<file path="src/rtl/g15_pkg.sv">
// Shared drum-timing constants and types: word/line geometry, counter types, run/hold states.
package g15_pkg;
    localparam int BITS_PER_WORD    = 29;
    localparam int WORDS_PER_LINE   = 108;
    localparam int SHORT_LINE_WORDS = 4;

    typedef logic [4:0] bit_t;
    typedef logic [6:0] word_t;

    typedef enum logic [1:0] {RUN, DRAIN, HELD, STEP} run_state_e;
endpackage

</file>
<file path="src/rtl/drum_timing_bit_clk_div.sv">
// Bit-time divider: counts clk cycles within a bit time and strobes on the last one.
module bit_clk_div
    import g15_pkg::*;
#(
    parameter int DIV = 4
) (
    input  logic clk,
    input  logic rst,
    input  logic en,
    output logic tick
);
    localparam int W = $clog2(DIV);
    localparam logic [W-1:0] LAST = W'(DIV - 1);

    logic [W-1:0] cnt;

    always_ff @(posedge clk or posedge rst) begin
        if (rst)
            cnt <= '0;
        else if (en)
            cnt <= (cnt == LAST) ? '0 : cnt + 1'b1;
    end

    // en is itself a registered-state decode, so tick stays free of input paths
    assign tick = en && (cnt == LAST);
endmodule

</file>
<file path="src/rtl/drum_timing.sv">
// Drum timing generator: bit-time/word-time counters, end-of-word and end-of-revolution
// strobes, debug hold/single-step and a resync-to-origin request.
module drum_timing
    import g15_pkg::*;
#(
    parameter int CLK_DIV = 4
) (
    input  logic       clk,
    input  logic       rst,
    input  logic       hold,
    input  logic       step,
    input  logic       resync,
    output logic       bit_tick,
    output logic [4:0] bit_ctr,
    output logic [6:0] word_ctr,
    output logic [1:0] short_wd,
    output logic       odd_word,
    output logic       t0,
    output logic       t28,
    output logic       word_tick,
    output logic       rev_tick,
    output logic       held
);
    localparam bit_t  BIT_LAST  = bit_t'(BITS_PER_WORD - 1);
    localparam word_t WORD_LAST = word_t'(WORDS_PER_LINE - 1);

    run_state_e state, state_nx;
    logic       run_en;
    logic       pend;
    logic       word_end;
    bit_t       bit_q;
    word_t      word_q;

    bit_clk_div #(.DIV(CLK_DIV)) u_div (
        .clk  (clk),
        .rst  (rst),
        .en   (run_en),
        .tick (bit_tick)
    );

    assign bit_ctr  = bit_q;
    assign word_ctr = word_q;
    assign short_wd = word_q[1:0];
    assign odd_word = word_q[0];
    assign t0       = (bit_q == '0);
    assign t28      = (bit_q == BIT_LAST);

    // A pending resync turns the end-of-word tick into a load of the origin
    assign word_end  = bit_tick && t28 && !pend;
    assign word_tick = word_end;
    assign rev_tick  = word_end && (word_q == WORD_LAST);

    always_ff @(posedge clk or posedge rst) begin
        if (rst)
            state <= RUN;
        else
            state <= state_nx;
    end

    always_comb begin
        state_nx = state;
        unique case (state)
            RUN:   if (hold) state_nx = word_end ? HELD : DRAIN;
            DRAIN: if (!hold) state_nx = RUN;
                   else if (word_end) state_nx = HELD;
            HELD:  if (!hold) state_nx = RUN;
                   else if (step) state_nx = STEP;
            STEP:  if (!hold) state_nx = RUN;
                   else if (word_end) state_nx = HELD;
            default: state_nx = RUN;
        endcase
    end

    always_comb begin
        held   = (state == HELD);
        run_en = (state != HELD);
    end

    always_ff @(posedge clk or posedge rst) begin
        if (rst) begin
            bit_q  <= '0;
            word_q <= '0;
        end else if (bit_tick) begin
            if (pend) begin
                bit_q  <= '0;
                word_q <= '0;
            end else if (t28) begin
                bit_q  <= '0;
                word_q <= (word_q == WORD_LAST) ? '0 : word_q + 1'b1;
            end else begin
                bit_q  <= bit_q + 1'b1;
            end
        end
    end

    // No ticks while HELD, so a resync raised there waits for counting to resume
    always_ff @(posedge clk or posedge rst) begin
        if (rst)
            pend <= 1'b0;
        else if (resync)
            pend <= 1'b1;
        else if (bit_tick)
            pend <= 1'b0;
    end
endmodule

</file>
<file path="config.mk">
export PLATFORM = sky130hd
export DESIGN_NAME = drum_timing
export DESIGN_NICKNAME = d
export VERILOG_FILES = /design/src/rtl/g15_pkg.sv /design/src/rtl/drum_timing_bit_clk_div.sv /design/src/rtl/drum_timing.sv
export SDC_FILE = /design/constraint.sdc
export NUM_CORES = 1
export LEC_CHECK = 0
export CORE_MARGIN = 2
export CORE_UTILIZATION = 50
export DETAILED_ROUTE_END_ITERATION = 10
export PLACE_DENSITY = 0.9
export SLEW_MARGIN = 20
export SYNTH_ARGS = -nofsm -noshare
export SYNTH_HDL_FRONTEND = slang
export SYNTH_SLANG_ARGS = --single-unit
</file>
<file path="constraint.sdc">
create_clock -name clk -period 3.1 [get_ports clk]
set_input_delay 0.62 -clock clk [delete_from_list [all_inputs] [get_ports clk]]
set_output_delay 0.62 -clock clk [all_outputs]
set_load 0.01 [all_outputs]
</file>
==> impl_results.html, run 1 <==
<table>
<tr><th>Metric</th><th>Value</th></tr>
<tr><th colspan="2">Status</th></tr>
<tr><td>Run status</td><td>completed</td></tr>
<tr><th colspan="2">Route</th></tr>
<tr><td>Final antenna-violating net count</td><td>0</td></tr>
<tr><td>Detailed-route via count</td><td>796</td></tr>
<tr><td>Number of iterations in the first detailed-routing pass</td><td>4</td></tr>
<tr><td>Final wirelength</td><td>1780 um</td></tr>
<tr><td>Via-to-Cell Ratio</td><td>5.77</td></tr>
<tr><td>WL/cell</td><td>12.9 um</td></tr>
<tr><td>Initial DRC count</td><td>8</td></tr>
<tr><td>Number of DRC violations after detailed routing</td><td>0</td></tr>
<tr><th colspan="2">Synthesis</th></tr>
<tr><td>Synth Register Bits</td><td>17</td></tr>
<tr><td>Sequential-to-total area share from yosys stat</td><td>46.1%</td></tr>
<tr><td>Cell Area, Synth</td><td>922 um^2</td></tr>
<tr><td>Async S/R FF share, synth</td><td>100%</td></tr>
<tr><td>Count of unique library cells instantiated by Yosys</td><td>35</td></tr>
<tr><td>Count of flip-flops with a built-in enable after synthesis</td><td>0</td></tr>
<tr><td>Synthesis warning total</td><td>0</td></tr>
<tr><td>Net count after synthesis</td><td>99</td></tr>
<tr><td>Syn_area_per_cell</td><td>10.2 um^2</td></tr>
<tr><td>Most used flip-flop cell after synthesis</td><td>sky130_fd_sc_hd__dfrtp_1</td></tr>
<tr><td>Number of cells produced by synthesis</td><td>90</td></tr>
<tr><th colspan="2">Placed design</th></tr>
<tr><td>Pre-CTS setup slack</td><td>605 ps</td></tr>
<tr><td>Instance area after placement</td><td>0.00116 mm^2</td></tr>
<tr><td>Gpl congestion</td><td>0.850</td></tr>
<tr><td>Placed cell count</td><td>134</td></tr>
<tr><td>Port buffer count</td><td>25</td></tr>
<tr><td>HPWL Detailed</td><td>1320 um</td></tr>
<tr><th colspan="2">Clock network</th></tr>
<tr><td>CTS clk-pin slew, worst paths</td><td>90 ps</td></tr>
<tr><td>Worst-Skew Late Latency</td><td>300 ps</td></tr>
<tr><td>Root Buffer Master</td><td>sky130_fd_sc_hd__clkbuf_4</td></tr>
<tr><td>Number of buffers added to fix hold violations after cts</td><td>0</td></tr>
<tr><td>TritonCTS clock tree</td><td>yes</td></tr>
<tr><td>Post-CTS Resized</td><td>0</td></tr>
<tr><td>Setup fix buffers added after clock tree synthesis</td><td>0</td></tr>
<tr><td>Number of clock buffers inserted by TritonCTS</td><td>3</td></tr>
<tr><td>Buffers from clock root to sink, at most</td><td>2</td></tr>
<tr><td>Number of levels the H-tree was split into</td><td>1</td></tr>
<tr><td>Sink count of the clock tree</td><td>17</td></tr>
<tr><th colspan="2">Layout</th></tr>
<tr><td>Final net count</td><td>123</td></tr>
<tr><td>Proportion of layout cells with a drive suffix above 1</td><td>6.19%</td></tr>
<tr><td>Combined flip-flop and latch cell area</td><td>425 um^2</td></tr>
<tr><td>Commonest non-fill, non-tap cell in the layout</td><td>sky130_fd_sc_hd__clkdlybuf4s50_1</td></tr>
<tr><td>Area used by multi-input combinational logic</td><td>423 um^2</td></tr>
<tr><td>Share of the core filled with cells in the final layout</td><td>68.6%</td></tr>
<tr><td>Area growth from synthesis to layout</td><td>28.4%</td></tr>
<tr><td>Number of fill cells</td><td>139</td></tr>
<tr><td>Non-filler instance count after layout</td><td>138</td></tr>
<tr><td>Commonest cells after routing, fill and taps aside</td><td>25 x sky130_fd_sc_hd__clkdlybuf4s50_1, 17 x sky130_fd_sc_hd__dfrtp_1, 6 x sky130_fd_sc_hd__inv_1, 6 x sky130_fd_sc_hd__nand2_1, 6 x sky130_fd_sc_hd__nand3_1</td></tr>
<tr><td>Number of diodes</td><td>0</td></tr>
<tr><td>Design Area, Final</td><td>0.00118 mm^2</td></tr>
<tr><th colspan="2">STA</th></tr>
<tr><td>Rel. slew slack</td><td>58.9%</td></tr>
<tr><td>Total Neg Setup Slack</td><td>0 ps</td></tr>
<tr><td>Clk_skew</td><td>2.86 ps</td></tr>
<tr><td>Number of max-slew violations in the final report</td><td>0</td></tr>
<tr><td>Ratio of final minimum period to clock period</td><td>91.1%</td></tr>
<tr><td>Final setup fails</td><td>0</td></tr>
<tr><td>Final Hold Vio Count</td><td>0</td></tr>
<tr><td>Top achievable clock speed</td><td>354 MHz</td></tr>
<tr><td>Tightest Pin Transition</td><td>617 ps</td></tr>
<tr><td>Post-route worst setup slack</td><td>274 ps</td></tr>
<tr><td>Unrepaired setup endpoints after global routing</td><td>false</td></tr>
<tr><td>Minimum period implied by the final worst setup slack</td><td>2830 ps</td></tr>
<tr><th colspan="2">Critical path</th></tr>
<tr><td>CP Capture Type</td><td>primary output</td></tr>
<tr><td>Critical Path Start Type</td><td>flip-flop</td></tr>
<tr><td>Critical Path RT</td><td>2480 ps</td></tr>
<tr><td>Type of the worst setup path</td><td>flip-flop to primary output</td></tr>
<tr><td>Arrival time worst endpoint</td><td>2210 ps</td></tr>
<tr><td>Highest net fanout along the worst path</td><td>10</td></tr>
<tr><td>Worst reg-to-reg setup slack</td><td>1370 ps</td></tr>
<tr><th colspan="2">Global route</th></tr>
<tr><td>Total routing usage reported by global routing</td><td>19.4%</td></tr>
<tr><td>Antenna violations before repair</td><td>0</td></tr>
<tr><td>Wire length of the first global-routing pass</td><td>3010 um</td></tr>
<tr><td>Remaining global-route overflow</td><td>0</td></tr>
<tr><td>Pin count of the biggest net entering global routing</td><td>18</td></tr>
<tr><td>Number of global-route vias before repair</td><td>723</td></tr>
<tr><th colspan="2">Floorplanning</th></tr>
<tr><td>Area of the placeable core</td><td>0.00173 mm^2</td></tr>
<tr><td>Effective utilization at floorplan</td><td>53.4%</td></tr>
<tr><td>Die X-Extent</td><td>46.9 um</td></tr>
<tr><td>Floorplan die height</td><td>46.9 um</td></tr>
<tr><td>Boundary pin count</td><td>26</td></tr>
<tr><td>Row Count</td><td>15</td></tr>
<tr><td>Full die area</td><td>0.00220 mm^2</td></tr>
<tr><th colspan="2">Run</th></tr>
<tr><td>Max-cap violation count</td><td>0</td></tr>
<tr><th colspan="2">Power</th></tr>
<tr><td>Power density over cell area</td><td>304 mW/mm^2</td></tr>
<tr><td>Worst-case vdd ir drop</td><td>0.235 mV</td></tr>
<tr><td>Leakage power</td><td>0.557 nW</td></tr>
<tr><th colspan="2">Min path</th></tr>
<tr><td>Worst hold path type</td><td>flip-flop to flip-flop</td></tr>
</table>
-- worst paths after layout --
check | start | to | depth (start not counted)
max reg2reg | bit_ctr[0] | word_ctr[5] | 6
min | u_div.cnt[1] | u_div.cnt[1] | 2
max in group asynchronous | rst | bit_ctr[1] | 2
min in group asynchronous | rst | word_ctr[4] | 2
max | bit_ctr[0] | word_tick | 6
min reg2reg | u_div.cnt[1] | u_div.cnt[1] | 2
-- worst max-delay path: stages, from the launching register on --
cell                              delay (ps)
sky130_fd_sc_hd__dfrtp_1                 440
sky130_fd_sc_hd__inv_1                    90
sky130_fd_sc_hd__ha_1                    150
sky130_fd_sc_hd__and4_1                  340
sky130_fd_sc_hd__nand4b_4                170
sky130_fd_sc_hd__clkinv_2                160
sky130_fd_sc_hd__clkdlybuf4s50_1         550
-- cells in the mapped netlist (2+ instances only) --
library cell	instances	area share, %
sky130_fd_sc_hd__ha_1	4	5.4
sky130_fd_sc_hd__inv_1	6	2.4
sky130_fd_sc_hd__dfrtp_1	17	46
sky130_fd_sc_hd__o21ai_0	4	2.2
sky130_fd_sc_hd__and3_1	2	1.4
sky130_fd_sc_hd__o211a_1	3	3.3
sky130_fd_sc_hd__buf_4	4	3.3
sky130_fd_sc_hd__a31oi_1	4	2.7
sky130_fd_sc_hd__nand2b_1	2	1.4
sky130_fd_sc_hd__a21o_1	3	2.4
sky130_fd_sc_hd__nand3_1	6	3.3
sky130_fd_sc_hd__nand2_1	6	2.4
sky130_fd_sc_hd__nor2_1	5	2.0
sky130_fd_sc_hd__xor2_1	3	2.8
-- cells by family (layout without fill, tap and decap cells) --
logic type               count (synthesis)  in the layout  share of synthesized area, %
AO/OA/AOI/OAI                           20             20                          15.6
AND/OR/NAND/NOR                         33             33                          22.0
buffers and inverters                   13             36                          8.00
flip-flops                              17             17                          46.1
adder cells (fa/ha/maj)                  4              4                          5.43
XOR/XNOR                                 3              3                          2.85
-- per-layer routing --
| metal | vias up | GRT usage (%) | share of wire (%) |
|---|---|---|---|
| met2 | 26 | 32.1 | 48 |
| met3 | 7 | 3.85 | 3.9 |
| met1 | 393 | 23.5 | 45 |
| met5 | - | 0 | 0 |
| li1 | 370 | - | - |
| met4 | 0 | 11.1 | 2.9 |
-- power by group --
group,switching (mW),internal (mW)
combinational,0.00628,0.00805
clock,0.0707,0.0502
sequential,0.00167,0.223
total,0.0786,0.281
-- metrics by stage --
| stage | hold slack [ps] | total power, mW |
|---|---|---|
| floorplan | 443 | 0.236 |
| global route | 522 | 0.372 |
| detailed placement | 476 | 0.244 |
| CTS | 509 | 0.363 |
| global placement | 455 | 0.244 |
| finish | 498 | 0.360 |
-- flip-flops by register name (all words and copies together) (netlist names) --
signal     cells
bit_ctr        5
word_ctr       7
pend           1
u_div.cnt      2
state          2
-- cell type report --
class                           count  area share [%]
Timing Repair Buffer               25            21.1
Multi-Input combinational cell     60            35.7
Sequential cell                    17            35.9
Clock buffer                        4            2.22
Tap cell                           25            2.64
Inverter                            7            2.33
Power figures use the tool's default switching activity.
==> run 2: changes to the inputs <==
--- a/config.mk
+++ b/config.mk
@@ -6,9 +6,10 @@
 export NUM_CORES = 1
 export LEC_CHECK = 0
 export CORE_MARGIN = 2
-export CORE_UTILIZATION = 50
+export CORE_UTILIZATION = 55
 export DETAILED_ROUTE_END_ITERATION = 10
-export PLACE_DENSITY = 0.9
+export DONT_BUFFER_PORTS = 1
+export PLACE_DENSITY = 0.77
 export SLEW_MARGIN = 20
 export SYNTH_ARGS = -nofsm -noshare
 export SYNTH_HDL_FRONTEND = slang
==> run 2 against run 1 <==
Net effect: cell count fell by 25%; total power down 1.8%; combinational power fell by 46%; design area decreased by 22%; clock power about the same; wire length down 8.5%; core utilization shrank 8.6 points; critical path depth down 1; setup slack better by 380 ps; flip-flop and latch count is the same; critical path type unchanged; critical endpoint is now rev_tick.
==> impl_results.html, run 2 (synthesis gave the netlist of run 1 again) <==
<table>
<tr><th>Metric</th><th>Value</th></tr>
<tr><th colspan="2">Route</th></tr>
<tr><td>Final antenna-violating net count</td><td>0 (unchanged)</td></tr>
<tr><td>Number of iterations in the first detailed-routing pass</td><td>4 (unchanged)</td></tr>
<tr><td>Initial DRC count</td><td>8 (unchanged)</td></tr>
<tr><td>WL/cell</td><td>15.6 um (was 12.9 um)</td></tr>
<tr><td>Final wirelength</td><td>1630 um (was 1780 um)</td></tr>
<tr><td>Number of DRC violations after detailed routing</td><td>0 (unchanged)</td></tr>
<tr><td>Detailed-route via count</td><td>671 (was 796)</td></tr>
<tr><td>Via-to-Cell Ratio</td><td>6.45 (was 5.77)</td></tr>
<tr><th colspan="2">Clock network</th></tr>
<tr><td>Post-CTS Resized</td><td>0 (unchanged)</td></tr>
<tr><td>Worst-Skew Late Latency</td><td>300 ps (about the same)</td></tr>
<tr><td>Number of buffers added to fix hold violations after cts</td><td>0 (unchanged)</td></tr>
<tr><td>TritonCTS clock tree</td><td>yes (unchanged)</td></tr>
<tr><td>Number of clock buffers inserted by TritonCTS</td><td>3 (unchanged)</td></tr>
<tr><td>Buffers from clock root to sink, at most</td><td>2 (unchanged)</td></tr>
<tr><td>Sink count of the clock tree</td><td>17 (unchanged)</td></tr>
<tr><td>Root Buffer Master</td><td>sky130_fd_sc_hd__clkbuf_4 (unchanged)</td></tr>
<tr><td>Setup fix buffers added after clock tree synthesis</td><td>0 (unchanged)</td></tr>
<tr><td>Number of levels the H-tree was split into</td><td>1 (unchanged)</td></tr>
<tr><td>CTS clk-pin slew, worst paths</td><td>100 ps (was 90 ps)</td></tr>
<tr><th colspan="2">Layout</th></tr>
<tr><td>Proportion of layout cells with a drive suffix above 1</td><td>9.09% (was 6.19%)</td></tr>
<tr><td>Commonest non-fill, non-tap cell in the layout</td><td>sky130_fd_sc_hd__dfrtp_1 (was sky130_fd_sc_hd__clkdlybuf4s50_1)</td></tr>
<tr><td>Number of diodes</td><td>0 (unchanged)</td></tr>
<tr><td>Final net count</td><td>98 (was 123)</td></tr>
<tr><td>Number of flip-flops in the largest register</td><td>7 (unchanged)</td></tr>
<tr><td>Design Area, Final</td><td>923 um^2 (was 0.00118 mm^2)</td></tr>
<tr><td>Commonest cells after routing, fill and taps aside</td><td>17 x sky130_fd_sc_hd__dfrtp_1, 6 x sky130_fd_sc_hd__inv_1, 6 x sky130_fd_sc_hd__nand2_1, 6 x sky130_fd_sc_hd__nand3_1, 5 x sky130_fd_sc_hd__nor2_1 (was 25 x sky130_fd_sc_hd__clkdlybuf4s50_1, 17 x sky130_fd_sc_hd__dfrtp_1, 6 x sky130_fd_sc_hd__inv_1, 6 x sky130_fd_sc_hd__nand2_1, 6 x sky130_fd_sc_hd__nand3_1)</td></tr>
<tr><td>Area growth from synthesis to layout</td><td>0.136% (was 28.4%)</td></tr>
<tr><td>Non-filler instance count after layout</td><td>104 (was 138)</td></tr>
<tr><th colspan="2">STA</th></tr>
<tr><td>Total Neg Setup Slack</td><td>0 ps (unchanged)</td></tr>
<tr><td>Post-route worst setup slack</td><td>658 ps (was 274 ps)</td></tr>
<tr><td>Ratio of final minimum period to clock period</td><td>78.8% (was 91.1%)</td></tr>
<tr><td>Tightest Pin Transition</td><td>637 ps (was 617 ps)</td></tr>
<tr><td>Worst hold slack</td><td>279 ps (was 498 ps)</td></tr>
<tr><td>Unrepaired setup endpoints after global routing</td><td>false (unchanged)</td></tr>
<tr><td>Rel. slew slack</td><td>57.5% (was 58.9%)</td></tr>
<tr><td>Clk_skew</td><td>5.14 ps (was 2.86 ps)</td></tr>
<tr><td>Final setup fails</td><td>0 (unchanged)</td></tr>
<tr><td>Number of max-slew violations in the final report</td><td>0 (unchanged)</td></tr>
<tr><td>Minimum period implied by the final worst setup slack</td><td>2440 ps (was 2830 ps)</td></tr>
<tr><td>Final Hold Vio Count</td><td>0 (unchanged)</td></tr>
<tr><td>Top achievable clock speed</td><td>409 MHz (was 354 MHz)</td></tr>
<tr><th colspan="2">Critical path</th></tr>
<tr><td>Highest net fanout along the worst path</td><td>6 (was 10)</td></tr>
<tr><td>Chain of cells forming the critical path</td><td>inv_1 &gt; ha_1 &gt; and4_1 &gt; nand4b_4 &gt; nor2_1 (was inv_1 &gt; ha_1 &gt; and4_1 &gt; nand4b_4 &gt; clkinv_2 &gt; clkdlybuf4s50_1)</td></tr>
<tr><td>Number of cells traversed by the worst register-to-register path</td><td>7 (was 6)</td></tr>
<tr><td>Launching point of the worst reg2reg path</td><td>bit_ctr[0] (unchanged)</td></tr>
<tr><td>CP Capture Type</td><td>primary output (unchanged)</td></tr>
<tr><td>Slowest stage cell, crit path</td><td>sky130_fd_sc_hd__dfrtp_1 (was sky130_fd_sc_hd__clkdlybuf4s50_1)</td></tr>
<tr><td>Type of the worst setup path</td><td>flip-flop to primary output (unchanged)</td></tr>
<tr><td>Critical Path Start Type</td><td>flip-flop (unchanged)</td></tr>
<tr><td>Sum of buffers and inverters on the critical path</td><td>1 (was 3)</td></tr>
<tr><td>Reg-to-Reg End</td><td>word_ctr[6] (was word_ctr[5])</td></tr>
<tr><td>Max stage delay on crit path</td><td>470 ps (was 550 ps)</td></tr>
<tr><td>Arrival time worst endpoint</td><td>1820 ps (was 2210 ps)</td></tr>
<tr><td>Worst reg-to-reg setup slack</td><td>1240 ps (was 1370 ps)</td></tr>
<tr><td>Largest delay contributor family on the critical path</td><td>simple AND/OR/NAND/NOR gates (was buffers and inverters)</td></tr>
<tr><td>Critical Path RT</td><td>2480 ps (about the same)</td></tr>
<tr><th colspan="2">Floorplanning</th></tr>
<tr><td>Full die area</td><td>0.00202 mm^2 (was 0.00220 mm^2)</td></tr>
<tr><td>Die X-Extent</td><td>44.9 um (was 46.9 um)</td></tr>
<tr><td>Boundary pin count</td><td>26 (unchanged)</td></tr>
<tr><td>Floorplan die height</td><td>44.9 um (was 46.9 um)</td></tr>
<tr><td>Effective utilization at floorplan</td><td>59.8% (was 53.4%)</td></tr>
<tr><td>Area of the placeable core</td><td>0.00154 mm^2 (was 0.00173 mm^2)</td></tr>
<tr><td>Row Count</td><td>14 (was 15)</td></tr>
<tr><th colspan="2">Global route</th></tr>
<tr><td>Total routing usage reported by global routing</td><td>17.6% (was 19.4%)</td></tr>
<tr><td>Remaining global-route overflow</td><td>0 (unchanged)</td></tr>
<tr><td>Pin count of the biggest net entering global routing</td><td>18 (unchanged)</td></tr>
<tr><td>Number of global-route vias before repair</td><td>579 (was 723)</td></tr>
<tr><td>Antenna violations before repair</td><td>0 (unchanged)</td></tr>
<tr><td>Wire length of the first global-routing pass</td><td>2500 um (was 3010 um)</td></tr>
<tr><th colspan="2">Status</th></tr>
<tr><td>Run status</td><td>completed (unchanged)</td></tr>
<tr><th colspan="2">Power</th></tr>
<tr><td>Power density over cell area</td><td>383 mW/mm^2 (was 304 mW/mm^2)</td></tr>
<tr><td>Leakage power</td><td>0.472 nW (was 0.557 nW)</td></tr>
<tr><td>Worst-case vdd ir drop</td><td>0.299 mV (was 0.235 mV)</td></tr>
<tr><th colspan="2">Placed design</th></tr>
<tr><td>Instance area after placement</td><td>896 um^2 (was 0.00116 mm^2)</td></tr>
<tr><td>Placed cell count</td><td>100 (was 134)</td></tr>
<tr><td>Port buffer count</td><td>0 (was 25)</td></tr>
<tr><td>Gpl congestion</td><td>0.823 (was 0.850)</td></tr>
<tr><td>Pre-CTS setup slack</td><td>963 ps (was 605 ps)</td></tr>
<tr><td>HPWL Detailed</td><td>1190 um (was 1320 um)</td></tr>
<tr><th colspan="2">Run</th></tr>
<tr><td>Max-cap violation count</td><td>0 (unchanged)</td></tr>
<tr><th colspan="2">Min path</th></tr>
<tr><td>Worst hold path type</td><td>input port to async pin (was flip-flop to flip-flop)</td></tr>
</table>
[run 2: area by class of cell]
cell class,count,area (um^2)
multi-input cells,60,423
clock inverters,1,5.00
fillers,139,618
clock buffers,3,22.5
inverters,7,27.5
flip-flops and latches,17,425
well taps,16,20.0
[run 2: where the power goes]
group	internal [mW]	leakage [nW]	total, mW	switching [mW]
Clock	0.0481	0.0177	0.121	0.0728
Sequential	0.223	0.227	0.225	0.00185
Combinational	0.00255	0.227	0.00766	0.00512
Total	0.274	0.472	0.354	0.0798
[run 2: stage by stage]
step                utilization, %  total power [mW]
global route                  59.9             0.363
detailed placement            58.1             0.238
global placement              58.1             0.237
CTS                           59.9             0.359
floorplan                        -             0.236
finish                        59.9             0.354
[run 2: worst max-delay path by stage]
| stage | slack, ps | to | start | cells after the start |
|---|---|---|---|---|
| 2_1_floorplan | 1180 | rev_tick | bit_ctr[0] | 6 |
| 3_3_place_gp | 1010 | rev_tick | bit_ctr[0] | 5 |
| 3_5_place_dp | 960 | rev_tick | bit_ctr[0] | 5 |
| 4_1_cts | 630 | rev_tick | bit_ctr[0] | 5 |
| 5_1_grt | 540 | rev_tick | bit_ctr[0] | 5 |
| 6_report | 660 | rev_tick | bit_ctr[0] | 5 |
[run 2: metal layers]
metal	global-route usage, %	share of wire [%]	up-vias
met5	0	0	-
met4	12.4	2.8	0
met3	3.60	6.9	5
met2	26.0	44	25
met1	23.2	46	318
li1	-	-	323
[run 2: worst register-to-register path: stages, from the launching register on]
cell and delay [ps]:
sky130_fd_sc_hd__dfrtp_1 470, sky130_fd_sc_hd__inv_1 90, sky130_fd_sc_hd__ha_1 150, sky130_fd_sc_hd__and4_1 400
sky130_fd_sc_hd__nand4b_4 180, sky130_fd_sc_hd__clkinv_2 180, sky130_fd_sc_hd__a41oi_1 130, sky130_fd_sc_hd__a31oi_1 180
==> run 3: changes to the inputs <==
--- a/config.mk
+++ b/config.mk
@@ -6,10 +6,10 @@
 export NUM_CORES = 1
 export LEC_CHECK = 0
 export CORE_MARGIN = 2
-export CORE_UTILIZATION = 55
+export CORE_UTILIZATION = 54
 export DETAILED_ROUTE_END_ITERATION = 10
 export DONT_BUFFER_PORTS = 1
-export PLACE_DENSITY = 0.77
+export PLACE_DENSITY = 0.79
 export SLEW_MARGIN = 20
 export SYNTH_ARGS = -nofsm -noshare
 export SYNTH_HDL_FRONTEND = slang
==> constraint.sdc (replaced) <==
create_clock -name clk -period 2 [get_ports clk]
set_input_delay 0.4 -clock clk [delete_from_list [all_inputs] [get_ports clk]]
set_output_delay 0.4 -clock clk [all_outputs]
set_load 0.01 [all_outputs]
==> run 3 against run 2 <==
Net effect: flip-flop and latch count is the same; total power grew 55%; worst hold slack worse by 210 ps; sequential power increased by 55%; critical path depth did not move; clock power increased by 52%; global-route usage grew 1.4 points; sequential share of layout area shrank 4.0 points; register-to-register slack lost 1100 ps; setup slack got worse by 600 ps; critical path type unchanged; highest routed layer is now met3.
==> impl_results.html, run 3 (synthesis gave the netlist of run 1 again) <==
<table>
<tr><th>Metric</th><th>Value</th></tr>
<tr><th colspan="2">Route</th></tr>
<tr><td>Final wirelength</td><td>1760 um (was 1630 um)</td></tr>
<tr><td>Detailed-route via count</td><td>719 (was 671)</td></tr>
<tr><td>Number of iterations in the first detailed-routing pass</td><td>4 (unchanged)</td></tr>
<tr><td>Initial DRC count</td><td>29 (was 8)</td></tr>
<tr><td>Final antenna-violating net count</td><td>0 (unchanged)</td></tr>
<tr><td>WL/cell</td><td>15.5 um (was 15.6 um)</td></tr>
<tr><td>Via-to-Cell Ratio</td><td>6.36 (was 6.45)</td></tr>
<tr><td>Number of DRC violations after detailed routing</td><td>0 (unchanged)</td></tr>
<tr><th colspan="2">Global route</th></tr>
<tr><td>Antenna violations before repair</td><td>0 (unchanged)</td></tr>
<tr><td>Pin count of the biggest net entering global routing</td><td>18 (unchanged)</td></tr>
<tr><td>Wire length of the first global-routing pass</td><td>2840 um (was 2500 um)</td></tr>
<tr><td>Remaining global-route overflow</td><td>0 (unchanged)</td></tr>
<tr><td>Total routing usage reported by global routing</td><td>19.1% (was 17.6%)</td></tr>
<tr><td>Number of global-route vias before repair</td><td>614 (was 579)</td></tr>
<tr><th colspan="2">Critical path</th></tr>
<tr><td>Reg-to-Reg End</td><td>word_ctr[5] (was word_ctr[6])</td></tr>
<tr><td>Arrival time worst endpoint</td><td>1540 ps (was 1820 ps)</td></tr>
<tr><td>Highest net fanout along the worst path</td><td>5 (was 6)</td></tr>
<tr><td>CP Capture Type</td><td>primary output (unchanged)</td></tr>
<tr><td>Max stage delay on crit path</td><td>460 ps (was 470 ps)</td></tr>
<tr><td>Largest delay contributor family on the critical path</td><td>simple AND/OR/NAND/NOR gates (unchanged)</td></tr>
<tr><td>Critical Path RT</td><td>1600 ps (was 2480 ps)</td></tr>
<tr><td>Number of cells traversed by the worst register-to-register path</td><td>8 (was 7)</td></tr>
<tr><td>Chain of cells forming the critical path</td><td>inv_2 &gt; ha_4 &gt; and4_4 &gt; nand4b_4 &gt; nor2_4 (was inv_1 &gt; ha_1 &gt; and4_1 &gt; nand4b_4 &gt; nor2_1)</td></tr>
<tr><td>Startpoint of the worst setup timing path</td><td>bit_ctr[1] (was bit_ctr[0])</td></tr>
<tr><td>Sum of buffers and inverters on the critical path</td><td>1 (unchanged)</td></tr>
<tr><td>Slowest stage cell, crit path</td><td>sky130_fd_sc_hd__dfrtp_2 (was sky130_fd_sc_hd__dfrtp_1)</td></tr>
<tr><td>Crit path capture</td><td>rev_tick (unchanged)</td></tr>
<tr><td>Type of the worst setup path</td><td>flip-flop to primary output (unchanged)</td></tr>
<tr><td>Worst reg-to-reg setup slack</td><td>100 ps (was 1240 ps)</td></tr>
<tr><td>Launching point of the worst reg2reg path</td><td>bit_ctr[1] (was bit_ctr[0])</td></tr>
<tr><td>Critical Path Start Type</td><td>flip-flop (unchanged)</td></tr>
<tr><td>Path length in cells of the critical path</td><td>5 (unchanged)</td></tr>
<tr><th colspan="2">STA</th></tr>
<tr><td>Unrepaired setup endpoints after global routing</td><td>true (was false)</td></tr>
<tr><td>Clk_skew</td><td>1.09 ps (was 5.14 ps)</td></tr>
<tr><td>Number of max-slew violations in the final report</td><td>0 (unchanged)</td></tr>
<tr><td>Top achievable clock speed</td><td>515 MHz</td></tr>
<tr><td>Rel. slew slack</td><td>57.0% (was 57.5%)</td></tr>
<tr><td>Tightest Pin Transition</td><td>645 ps (was 637 ps)</td></tr>
<tr><td>Final setup fails</td><td>0 (unchanged)</td></tr>
<tr><td>Minimum period implied by the final worst setup slack</td><td>1940 ps</td></tr>
<tr><td>Final Hold Vio Count</td><td>0 (unchanged)</td></tr>
<tr><td>Ratio of final minimum period to clock period</td><td>97.1%</td></tr>
<tr><th colspan="2">Clock network</th></tr>
<tr><td>Number of buffers added to fix hold violations after cts</td><td>0 (unchanged)</td></tr>
<tr><td>Number of clock buffers inserted by TritonCTS</td><td>3 (unchanged)</td></tr>
<tr><td>TritonCTS clock tree</td><td>yes (unchanged)</td></tr>
<tr><td>Worst-Skew Late Latency</td><td>290 ps (was 300 ps)</td></tr>
<tr><td>Sink count of the clock tree</td><td>17 (unchanged)</td></tr>
<tr><td>Number of levels the H-tree was split into</td><td>1 (unchanged)</td></tr>
<tr><td>CTS clk-pin slew, worst paths</td><td>100 ps (about the same)</td></tr>
<tr><td>Buffers from clock root to sink, at most</td><td>2 (unchanged)</td></tr>
<tr><td>Root Buffer Master</td><td>sky130_fd_sc_hd__clkbuf_4 (unchanged)</td></tr>
<tr><th colspan="2">Layout</th></tr>
<tr><td>Commonest non-fill, non-tap cell in the layout</td><td>sky130_fd_sc_hd__dfrtp_1 (unchanged)</td></tr>
<tr><td>Share of the core filled with cells in the final layout</td><td>65.1% (was 59.9%)</td></tr>
<tr><td>Number of flip-flops in the largest register</td><td>7 (unchanged)</td></tr>
<tr><td>Final net count</td><td>107 (was 98)</td></tr>
<tr><td>Area growth from synthesis to layout</td><td>10.0% (was 0.136%)</td></tr>
<tr><td>Number of diodes</td><td>0 (unchanged)</td></tr>
<tr><td>Non-filler instance count after layout</td><td>113 (was 104)</td></tr>
<tr><td>Commonest cells after routing, fill and taps aside</td><td>16 x sky130_fd_sc_hd__dfrtp_1, 8 x sky130_fd_sc_hd__buf_4, 6 x sky130_fd_sc_hd__nand2_1, 6 x sky130_fd_sc_hd__nand3_1, 5 x sky130_fd_sc_hd__inv_1 (was 17 x sky130_fd_sc_hd__dfrtp_1, 6 x sky130_fd_sc_hd__inv_1, 6 x sky130_fd_sc_hd__nand2_1, 6 x sky130_fd_sc_hd__nand3_1, 5 x sky130_fd_sc_hd__nor2_1)</td></tr>
<tr><td>Proportion of layout cells with a drive suffix above 1</td><td>21.6% (was 9.09%)</td></tr>
<tr><th colspan="2">Floorplanning</th></tr>
<tr><td>Floorplan die height</td><td>45.3 um (was 44.9 um)</td></tr>
<tr><td>Boundary pin count</td><td>26 (unchanged)</td></tr>
<tr><td>Row Count</td><td>14 (unchanged)</td></tr>
<tr><td>Full die area</td><td>0.00205 mm^2 (was 0.00202 mm^2)</td></tr>
<tr><td>Area of the placeable core</td><td>0.00156 mm^2 (was 0.00154 mm^2)</td></tr>
<tr><td>Die X-Extent</td><td>45.3 um (was 44.9 um)</td></tr>
<tr><td>Effective utilization at floorplan</td><td>59.1% (was 59.8%)</td></tr>
<tr><th colspan="2">Placed design</th></tr>
<tr><td>Placed cell count</td><td>105 (was 100)</td></tr>
<tr><td>Gpl congestion</td><td>0.769 (was 0.823)</td></tr>
<tr><td>Port buffer count</td><td>0 (unchanged)</td></tr>
<tr><td>HPWL Detailed</td><td>1200 um (was 1190 um)</td></tr>
<tr><th colspan="2">Power</th></tr>
<tr><td>Leakage power</td><td>0.513 nW (was 0.472 nW)</td></tr>
<tr><td>Power density over cell area</td><td>539 mW/mm^2 (was 383 mW/mm^2)</td></tr>
<tr><td>Tot Pwr</td><td>547 uW (was 354 uW)</td></tr>
<tr><td>Worst-case vdd ir drop</td><td>0.546 mV (was 0.299 mV)</td></tr>
<tr><th colspan="2">Min path</th></tr>
<tr><td>Worst hold path type</td><td>input port to async pin (unchanged)</td></tr>
<tr><th colspan="2">Run</th></tr>
<tr><td>Max-cap violation count</td><td>0 (unchanged)</td></tr>
<tr><th colspan="2">Status</th></tr>
<tr><td>Run status</td><td>completed (unchanged)</td></tr>
</table>
run 3: cell count changes in the layout (fill, tap and decap cells not counted), sizes merged:
cell and change:
clkbuf +1, buf +8
run 3: final cells by class:
cell class | instances | area (um^2)
inverters | 7 | 31.3
flip-flops and latches | 17 | 427
repair buffers | 8 | 60.1
clock buffers | 4 | 26.3
multi-input cells | 60 | 445
well taps | 16 | 20.0
repair inverters | 1 | 5.00
fillers | 119 | 544
run 3: report_power, final:
group          internal [mW]  switching [mW]
Sequential             0.346         0.00212
Clock                 0.0775           0.107
Combinational        0.00567         0.00958
run 3: worst min-delay path by stage:
stage               startpoint           to  cells after the start
floorplan                  rst   bit_ctr[0]                      1
detailed placement         rst  word_ctr[4]                      1
global placement           rst  word_ctr[4]                      1
finish                     rst  word_ctr[4]                      1
global route               rst  word_ctr[6]                      1
CTS                        rst  word_ctr[4]                      1
run 3: metrics by stage:
step	setup TNS (ps)	setup slack [ps]	cell area (um^2)	hold WS, ps
global placement	0	239	933	405
detailed placement	0	203	933	418
CTS	0	31.8	981	103
finish	0	58.8	1010	73.3
global route	-40.5	-30.0	1010	114
floorplan	0	299	922	326
run 3: what timing repair did:
item,CTS,global route
gates cloned,0,1
setup buffers,1,2
endpoints found under the setup margin,2,3
resized for setup,5,4
pin swaps,1,1
run 3: routing by layer:
layer | routed length (um) | global-route usage [%] | vias to the layer above
met4 | 0 | 5.29 | 0
met1 | 851 | 27.9 | 346
met2 | 800 | 26.6 | 36
li1 | - | - | 337
met3 | 104 | 6.80 | 0
met5 | 0 | 0 | -
